## src/rtl/program_loader_if.sv

```systemverilog
// program_loader_if: byte-stream input, instruction-memory write port and
// boot status of the program loader. master = host/bench, slave = loader.
interface program_loader_if #(
   parameter int ADDR_WIDTH = 8
);
   logic                  rx_valid;
   logic [7:0]            rx_data;
   logic                  rx_ready;
   logic                  start;
   logic                  imem_we;
   logic [ADDR_WIDTH-1:0] imem_addr;
   logic [31:0]           imem_wdata;
   logic                  cpu_reset;
   logic                  done;
   logic                  error;

   modport master (
      output rx_valid, rx_data, start,
      input  rx_ready, imem_we, imem_addr, imem_wdata,
      input  cpu_reset, done, error
   );

   modport slave (
      input  rx_valid, rx_data, start,
      output rx_ready, imem_we, imem_addr, imem_wdata,
      output cpu_reset, done, error
   );
endinterface

```

## src/rtl/program_loader.sv

```systemverilog
// program_loader: loads a framed byte stream (len, BE words, XOR sum)
// into instruction memory and holds the core in reset until verified.
// Ports: clk, reset (async, active-low), bus (program_loader_if.slave):
//   rx_valid/rx_data/rx_ready byte stream, start re-arm pulse,
//   imem_we/imem_addr/imem_wdata write port, cpu_reset/done/error status.
module program_loader #(
   parameter int ADDR_WIDTH = 8
) (
   input logic             clk,
   input logic             reset,
   program_loader_if.slave bus
);
   localparam logic [16:0] MAX_WORDS = 17'(1) << ADDR_WIDTH;

   typedef enum logic [2:0] {
      S_IDLE, S_LEN_HI, S_LEN_LO, S_DATA, S_CHECK, S_DONE, S_ERROR
   } state_e;

   state_e                state_q, state_d;
   logic [7:0]            xor_q, xor_d;
   logic [15:0]           len_q, len_d;
   logic [1:0]            bidx_q, bidx_d;
   logic [23:0]           sh_q, sh_d;
   logic [16:0]           wptr_q, wptr_d;
   logic                  rx_ready_q, rx_ready_d;
   logic                  we_q, we_d;
   logic [ADDR_WIDTH-1:0] addr_q, addr_d;
   logic [31:0]           wdata_q, wdata_d;
   logic                  cpu_reset_q, cpu_reset_d;
   logic                  done_q, done_d;
   logic                  error_q, error_d;

   logic                  acc;
   logic [7:0]            data;
   logic [16:0]           n_new;

   assign acc   = bus.rx_valid && rx_ready_q;
   assign data  = bus.rx_data;
   // Word count as it completes on the LEN_LO byte.
   assign n_new = {1'b0, len_q[15:8], data};

   always_comb begin
      state_d     = state_q;
      xor_d       = xor_q;
      len_d       = len_q;
      bidx_d      = bidx_q;
      sh_d        = sh_q;
      wptr_d      = wptr_q;
      we_d        = 1'b0;
      addr_d      = addr_q;
      wdata_d     = wdata_q;
      cpu_reset_d = cpu_reset_q;
      done_d      = done_q;
      error_d     = error_q;
      unique case (state_q)
         S_IDLE: state_d = S_LEN_HI;
         S_LEN_HI: begin
            if (acc) begin
               len_d[15:8] = data;
               xor_d       = xor_q ^ data;
               state_d     = S_LEN_LO;
            end
         end
         S_LEN_LO: begin
            if (acc) begin
               len_d[7:0] = data;
               xor_d      = xor_q ^ data;
               if (n_new > MAX_WORDS) begin
                  state_d = S_ERROR;
                  error_d = 1'b1;
               end else if (n_new == 17'd0) begin
                  state_d = S_CHECK;
               end else begin
                  state_d = S_DATA;
               end
            end
         end
         S_DATA: begin
            if (acc) begin
               xor_d = xor_q ^ data;
               if (bidx_q == 2'd3) begin
                  we_d    = 1'b1;
                  addr_d  = wptr_q[ADDR_WIDTH-1:0];
                  wdata_d = {sh_q, data};
                  wptr_d  = wptr_q + 17'd1;
                  bidx_d  = 2'd0;
                  if (wptr_q + 17'd1 == {1'b0, len_q})
                     state_d = S_CHECK;
               end else begin
                  bidx_d = bidx_q + 2'd1;
                  sh_d   = {sh_q[15:0], data};
               end
            end
         end
         S_CHECK: begin
            if (acc) begin
               if (data == xor_q) begin
                  state_d     = S_DONE;
                  done_d      = 1'b1;
                  cpu_reset_d = 1'b0;
               end else begin
                  state_d = S_ERROR;
                  error_d = 1'b1;
               end
            end
         end
         S_DONE, S_ERROR: begin
            if (bus.start) begin
               state_d     = S_LEN_HI;
               xor_d       = 8'd0;
               wptr_d      = 17'd0;
               bidx_d      = 2'd0;
               done_d      = 1'b0;
               error_d     = 1'b0;
               cpu_reset_d = 1'b1;
            end
         end
         default: state_d = S_IDLE;
      endcase
      // Registered ready follows the next state so it drops on the
      // same edge that leaves the receiving states.
      rx_ready_d = state_d inside {S_LEN_HI, S_LEN_LO, S_DATA, S_CHECK};
   end

   always_ff @(posedge clk or negedge reset) begin
      if (!reset) begin
         state_q     <= S_IDLE;
         xor_q       <= 8'd0;
         len_q       <= 16'd0;
         bidx_q      <= 2'd0;
         sh_q        <= 24'd0;
         wptr_q      <= 17'd0;
         rx_ready_q  <= 1'b0;
         we_q        <= 1'b0;
         addr_q      <= '0;
         wdata_q     <= 32'd0;
         cpu_reset_q <= 1'b1;
         done_q      <= 1'b0;
         error_q     <= 1'b0;
      end else begin
         state_q     <= state_d;
         xor_q       <= xor_d;
         len_q       <= len_d;
         bidx_q      <= bidx_d;
         sh_q        <= sh_d;
         wptr_q      <= wptr_d;
         rx_ready_q  <= rx_ready_d;
         we_q        <= we_d;
         addr_q      <= addr_d;
         wdata_q     <= wdata_d;
         cpu_reset_q <= cpu_reset_d;
         done_q      <= done_d;
         error_q     <= error_d;
      end
   end

   assign bus.rx_ready   = rx_ready_q;
   assign bus.imem_we    = we_q;
   assign bus.imem_addr  = addr_q;
   assign bus.imem_wdata = wdata_q;
   assign bus.cpu_reset  = cpu_reset_q;
   assign bus.done       = done_q;
   assign bus.error      = error_q;
endmodule

```

## src/flat_wrapper.sv

```systemverilog
// flat-port wrapper written by rule: the top's interface ports become plain ports
module program_loader_flat 
#(
   parameter int ADDR_WIDTH = 8
)
  (clk, reset, bus_rx_valid, bus_rx_data, bus_start, bus_rx_ready, bus_imem_we, bus_imem_addr, bus_imem_wdata, bus_cpu_reset, bus_done, bus_error);
  program_loader_if #(.ADDR_WIDTH(ADDR_WIDTH)) bus_i ();
  input logic clk;
  input logic reset;
  input wire logic [$bits(bus_i.rx_valid)-1:0] bus_rx_valid;
  input wire logic [$bits(bus_i.rx_data)-1:0] bus_rx_data;
  input wire logic [$bits(bus_i.start)-1:0] bus_start;
  output wire logic [$bits(bus_i.rx_ready)-1:0] bus_rx_ready;
  output wire logic [$bits(bus_i.imem_we)-1:0] bus_imem_we;
  output wire logic [$bits(bus_i.imem_addr)-1:0] bus_imem_addr;
  output wire logic [$bits(bus_i.imem_wdata)-1:0] bus_imem_wdata;
  output wire logic [$bits(bus_i.cpu_reset)-1:0] bus_cpu_reset;
  output wire logic [$bits(bus_i.done)-1:0] bus_done;
  output wire logic [$bits(bus_i.error)-1:0] bus_error;
  assign bus_i.rx_valid = bus_rx_valid;
  assign bus_i.rx_data = bus_rx_data;
  assign bus_i.start = bus_start;
  assign bus_rx_ready = bus_i.rx_ready;
  assign bus_imem_we = bus_i.imem_we;
  assign bus_imem_addr = bus_i.imem_addr;
  assign bus_imem_wdata = bus_i.imem_wdata;
  assign bus_cpu_reset = bus_i.cpu_reset;
  assign bus_done = bus_i.done;
  assign bus_error = bus_i.error;
  program_loader #(.ADDR_WIDTH(ADDR_WIDTH)) u_core (.clk(clk), .reset(reset), .bus(bus_i));
endmodule
```

## config.mk

```make
export PLATFORM = sky130hd
export DESIGN_NAME = program_loader_flat
export DESIGN_NICKNAME = d
export VERILOG_FILES = /design/src/rtl/program_loader_if.sv /design/src/rtl/program_loader.sv /design/src/flat_wrapper.sv
export SDC_FILE = /design/constraint.sdc
export NUM_CORES = 1
export LEC_CHECK = 0
export ABC_AREA = 1
export CAP_MARGIN = 15
export CORE_MARGIN = 8
export CORE_UTILIZATION = 45
export CTS_CLUSTER_SIZE = 40
export DETAILED_ROUTE_END_ITERATION = 8
export PLACE_DENSITY = 0.77
export REMOVE_ABC_BUFFERS = 1
export SYNTH_ARGS = -nofsm -noshare
export SYNTH_HDL_FRONTEND = slang
export SYNTH_SLANG_ARGS = --single-unit
```

## constraint.sdc

```tcl
create_clock -name clk -period 3 [get_ports clk]
set_input_delay 0.6 -clock clk [delete_from_list [all_inputs] [get_ports clk]]
set_output_delay 0.6 -clock clk [all_outputs]
set_load 0.005 [all_outputs]
```

# Yosys cells after proc, flatten, opt, wreduce, memory -nomap -nowiden
# Index checks and enable logic that the tools add are counted.
# W data, S select, Z words.
# totals
reg_bits	115
in_bits	12
out_inout_bits	45
word_cells	98
# classes
addsub	2
n_lt_le_gt_ge	1
eq_ne	22
mux	38
n_bitwise	2
reduce_logical	19
# op_table
cell	count
$mux W17	3
$pmux W17 S2	1
$mux W3	9
$pmux W3 S6	1
$add A17 B1 Y17 const B	1
$eq A17 B16 Y1	1
$logic_not A17 Y1	1
$gt A16 B9 Y1 const B	1
$mux W8	2
$pmux W8 S2	1
$ne A2 B1 Y1 const B	7
$mux W1	13
$eq A3 B2 Y1 const B	4
$eq A3 B3 Y1 const B	4
$reduce_and A3 Y1	4
$eq A8 B8 Y1	1
$mux W2	4
$reduce_and A4 Y1	2
$xor A8 B8 Y8	1
$eq A3 B1 Y1 const B	2
$reduce_and A6 Y1	1
$reduce_bool A2 Y1	3
$ne A2 B2 Y1 const B	2
$pmux W1 S2	2
12 further kinds	13

# Longest topological paths before layout
# depth
ltp_word	8
mapped_depth	15
mapped_depth_nobuf	15

# Least setup slack after synthesis
# OpenSTA, ideal clock, no wires.
# synth_path
path_type	register to register
startpoint	register u_core.wptr_q[0]
endpoint	register u_core.rx_ready_q, in the netlist u_core.bus.rx_ready
setup_ns	0.121
t_arrival_ns	1.714
required_ns	2.879
slack_ns	1.165
stages_incl_launch_ff	14
path_buffers	0
synth_period_minus_slack_ns	1.835
cell_sequence	dfrtp_1 -> ha_1 -> inv_1 -> nand2_1 -> nand2_1 -> or2_2 -> nor2_1 -> nand2_1 -> nor2_1 -> nand3b_1 -> nor2_1 -> nand3_1 -> nand3_1 -> a21oi_1
# synth_between
elab_chain_len	8
elab_cells_between_ends	11
classes_between	add/sub (1); eq/ne (5); mux (4); reduce/logical (1)
# synth_rtl
element	line	source
from (decl)	program_loader.sv:24	logic [16:0] wptr_q, wptr_d;
from (signal assigned)	program_loader.sv:146	wptr_q <= wptr_d;
$add A17 B1 Y17 (*)	program_loader.sv:87	if (wptr_q + 17'd1 == {1'b0, len_q})
$eq A17 B16 Y1 (*)	program_loader.sv:87	
$mux W3 (*)	program_loader.sv:87	
$mux W3 (*)	program_loader.sv:81	if (bidx_q == 2'd3) begin
$mux W3 (*)	program_loader.sv:79	if (acc) begin
$pmux W3 S6 (*)	program_loader.sv:55	unique case (state_q)
net u_core.state_d[2]	program_loader.sv:19	state_e state_q, state_d;
$eq A3 B1 Y1, or another cell as far along	program_loader.sv:122	rx_ready_d = state_d inside {S_LEN_HI, S_LEN_LO, S_DATA, S_CHECK};
$reduce_bool A4 Y1 (*)	program_loader.sv:122	
net u_core.rx_ready_d	program_loader.sv:25	logic rx_ready_q, rx_ready_d;
to (signal assigned)	program_loader.sv:147	rx_ready_q <= rx_ready_d;
to (decl)	program_loader.sv:25	
# Mark *: on every way through the listed nets, which the timed path passes. The rest lies on a longest branch.
# A chain may end at the register's enable or synchronous reset.

# Worst setup path in the final report
# layout_path
startpoint	register u_core.state_q[1]
endpoint	register u_core.wdata_q[10], in the netlist u_core.bus.imem_wdata[10]
# layout_between
elab_chain_len	2
# layout_rtl
element	line	source
from (decl)	program_loader.sv:19	
from (signal assigned)	program_loader.sv:141	state_q <= state_d;
$eq A3 B2 Y1	program_loader.sv:55	
$reduce_and A3 Y1 (no source line)	-	
to (signal assigned)	program_loader.sv:150	wdata_q <= wdata_d;
to (decl)	program_loader.sv:28	logic [31:0] wdata_q, wdata_d;
# Every way passes these cells.

==> reports/metrics.yaml <==
globalRouteMet1Util_pct: 21.3
power.leakage_nw: 3.30
clk_latency_ns: 0.42
synth_cell_types: 37
finalCritPeriodShare_pct: 81.7
grt_antenna_before_repair: 0
grt_pass1_vias: 4582
synth_compound_area_share_pct: 11.4
place_area_sq_um: 6230
syn-cell-area_sq_um: 5520
hold_violations: 0
worstPathRequired_ns: 3.34
max_clock_freq_ghz: 0.408
yosys.area_share.simple_pct: 26.1
start_kind: "flop"
vias: 4669
place_hpwl_um: 8890
timing.rr.start: "u_core.state_q[1]$_DFF_PN0_"
routabilityCongestion: 0.860
period_minus_slack_ns: 2.45
grt-ovfl-total: 0
synth_top_family_by_area: "simple AND/OR/NAND/NOR gates"
status: "completed"
core_sq_um: 12000
tns_ns: 0
placed_cells: 880
post_cts.repair.setup_buffers: 0
instances_no_fill: 912
intPower_mw: 4.74
rr_endpoint: "u_core.bus.imem_wdata[10]$_DFFE_PN0P_"
clock_sinks: 115
clock_skew_ns: 0.00835
power_mw: 7.70
crit_path_end: "u_core.bus.imem_wdata[10]$_DFFE_PN0P_"
setup_viol: 0
final_core_util_pct: 56.8
cts_made_buffers: 17
switchingPower_mw: 2.97
ir_worst_vdd_uv: 663
p_seq_share_pct: 35.2
dp_slack_ns: 0.377
row_count: 40
rr_worst_depth: 13
clk_path_buf_depth: 2
avgSynthCellArea_sq_um: 8.00
crit_fanout: 43
synth_xor_area_share_pct: 1.59
grt.total_usage_pct: 16.9
port_buffers: 56
setup_ws_ns: 0.550
cts_root_buffer: "clkbuf_16"
htree_levels: 4
routed_via_density: 5.12
critPathCaptureType: "flop"
design.die.area_sq_um: 16100
syn2layout_area_growth_pct: 23.7
netlist_instances: 690
drt_first_pass_iters: 4
path_class: "reg2reg"
rsz0062_at_grt: "false"
cp-startpoint: "u_core.state_q[1]$_DFF_PN0_"
cp.arrival_ns: 2.79
r2r_slack_ns: 0.55
synth_mux_area_share_pct: 0
yosys.area_share.adder_pct: 0.454
layout_commonest_cell: "nand2_1"
nNetsFinal: 766
top_usage_layer: "met2"
hold_path_class: "in2async"
fin_area_sq_um: 6830
p_clk_share_pct: 26.2
yosysWarnings: 0
synth-seq-cells: 115
drt-wirelength-per-cell_um: 14.0
cts.reportedPaths.clkPinSlew_ns: 0.06
use_met3_pct: 3.85
die_w_um: 127
drv_slew: 0
cts_hold_buf: 0
drcViolationCount: 0
first_iter_violations: 301
boundaryPins: 57
max_cap_viol_count: 0
switching_share_pct: 38.5
grt_pass1_wl_um: 22100
grt_start_max_net_pins: 50
die_y_um: 127
powerDensity_nw_per_um2: 1130
initial_core_util_pct: 45.9
slew_headroom_pct: 57.6
drive_gt1_share_pct: 7.97
antenna_cells: 0
use_met2_pct: 27.0
pwr-share-comb_pct: 38.7
ctsResizeCount: 0
worst_hold_slack_ns: 0.153
final_cell_mix: "nand2_1, dfrtp_1, inv_1"
yosysSeqAreaShare_pct: 52.2
tightest_slew_ns: 0.636
cts_tree: "yes"
ant_nets: 0
routed_wl_um: 12800
==> synthesized netlist by cell type <==
cell        n  area share, %
nor2_8      1           0.36
buf_4       3           0.41
dfrtp_1   114             52
and3_1      1           0.11
clkbuf_1    8           0.54
xor2_1      9            1.4
buf_6       1           0.20
dfstp_2     1           0.48
xnor2_1     1           0.16
nor2_1     44            3.0
nand3_2     2           0.36
o211ai_1    1           0.14
o21ai_2     2           0.32
nor3_1      2           0.18
nor2_4      4           0.82
a31oi_1     2           0.23
inv_4       2           0.23
nand2_2     4           0.45
o21ai_0    64            5.8
a32oi_1     1           0.16
inv_2       3           0.20
nor4_1      2           0.23
nand2_1   201             14
o21ai_1    32            2.9
o21bai_2    1           0.20
o31ai_1     1           0.14
buf_2       7           0.63
nor2_2      1           0.11
o22ai_1     9            1.0
ha_1        2           0.45
or2_2       1           0.11
nand3_1    54            4.9
nand4_1    11            1.2
a21oi_1     4           0.36
nand3b_1    4           0.54
o21bai_1    1           0.14
inv_1      89            6.1
==> registers in the layout, indices dropped and copies added (netlist names), 2 cells and up <==
name,cells
u_core.state_q,3
u_core.wptr_q,17
u_core.len_q,16
u_core.bus.imem_wdata,32
u_core.xor_q,8
u_core.bus.imem_addr,8
u_core.sh_q,24
u_core.bidx_q,2
==> power groups by stage <==
stage,combinational [mW],sequential [mW],clock [mW]
detailed placement,2.97,2.72,0
finish,2.98,2.71,2.02
floorplan,1.82,2.65,0
CTS,3.01,2.71,2.05
global route,3.38,2.81,2.11
global placement,2.89,2.71,0
==> worst min-delay path by stage <==
stage	end	slack, ns	depth (start not counted)
floorplan	u_core.bidx_q[0]$_DFFE_PN0P_	0.30	0
detailed placement	u_core.bus.imem_wdata[25]$_DFFE_PN0P_	0.46	2
CTS	u_core.bus.imem_wdata[3]$_DFFE_PN0P_	0.17	1
global route	u_core.bus.imem_wdata[3]$_DFFE_PN0P_	0.20	1
finish	u_core.bus.imem_wdata[3]$_DFFE_PN0P_	0.15	1
global placement	u_core.bus.imem_wdata[28]$_DFFE_PN0P_	0.45	2
==> critical path, cell delays in order, from the launching register on <==
cell and delay (ns):
dfrtp_1 0.46, nor2_1 0.09, inv_2 0.11, nand3_2 0.25, inv_4 0.21, nand2_2 0.11
o21ai_2 0.11, inv_2 0.05, o21ai_2 0.12, nor2_8 0.05, inv_4 0.34, buf_12 0.26
nand2_1 0.08, o21ai_1 0.10
==> cells by family after synthesis <==
group / Yosys count
AND/OR/NAND/NOR: 332
AO/OA/AOI/OAI: 118
flip-flops: 115
buffers and inverters: 113
XOR/XNOR: 10
adder cells (fa/ha/maj): 2
==> routing by layer <==
metal  wire [um]  vias up  part of all wire (%)
met5           0        -                     0
met3         679       21                   5.3
li1            -     2347                     -
met2        6040      135                    47
met1        5800     2166                    45
met4         255        0                   2.0
==> area by class of cell <==
type                            instances  area, sq um
Sequential cell                       115         2880
Tap cell                              147          184
Timing Repair Buffer                   62          628
Clock inverter                         15          171
Clock buffer                           17          425
Inverter                               94          358
Fill cell                            1047         5180
Multi-Input combinational cell        462         2180
Note: power is estimated with default switching activity, not from simulation.
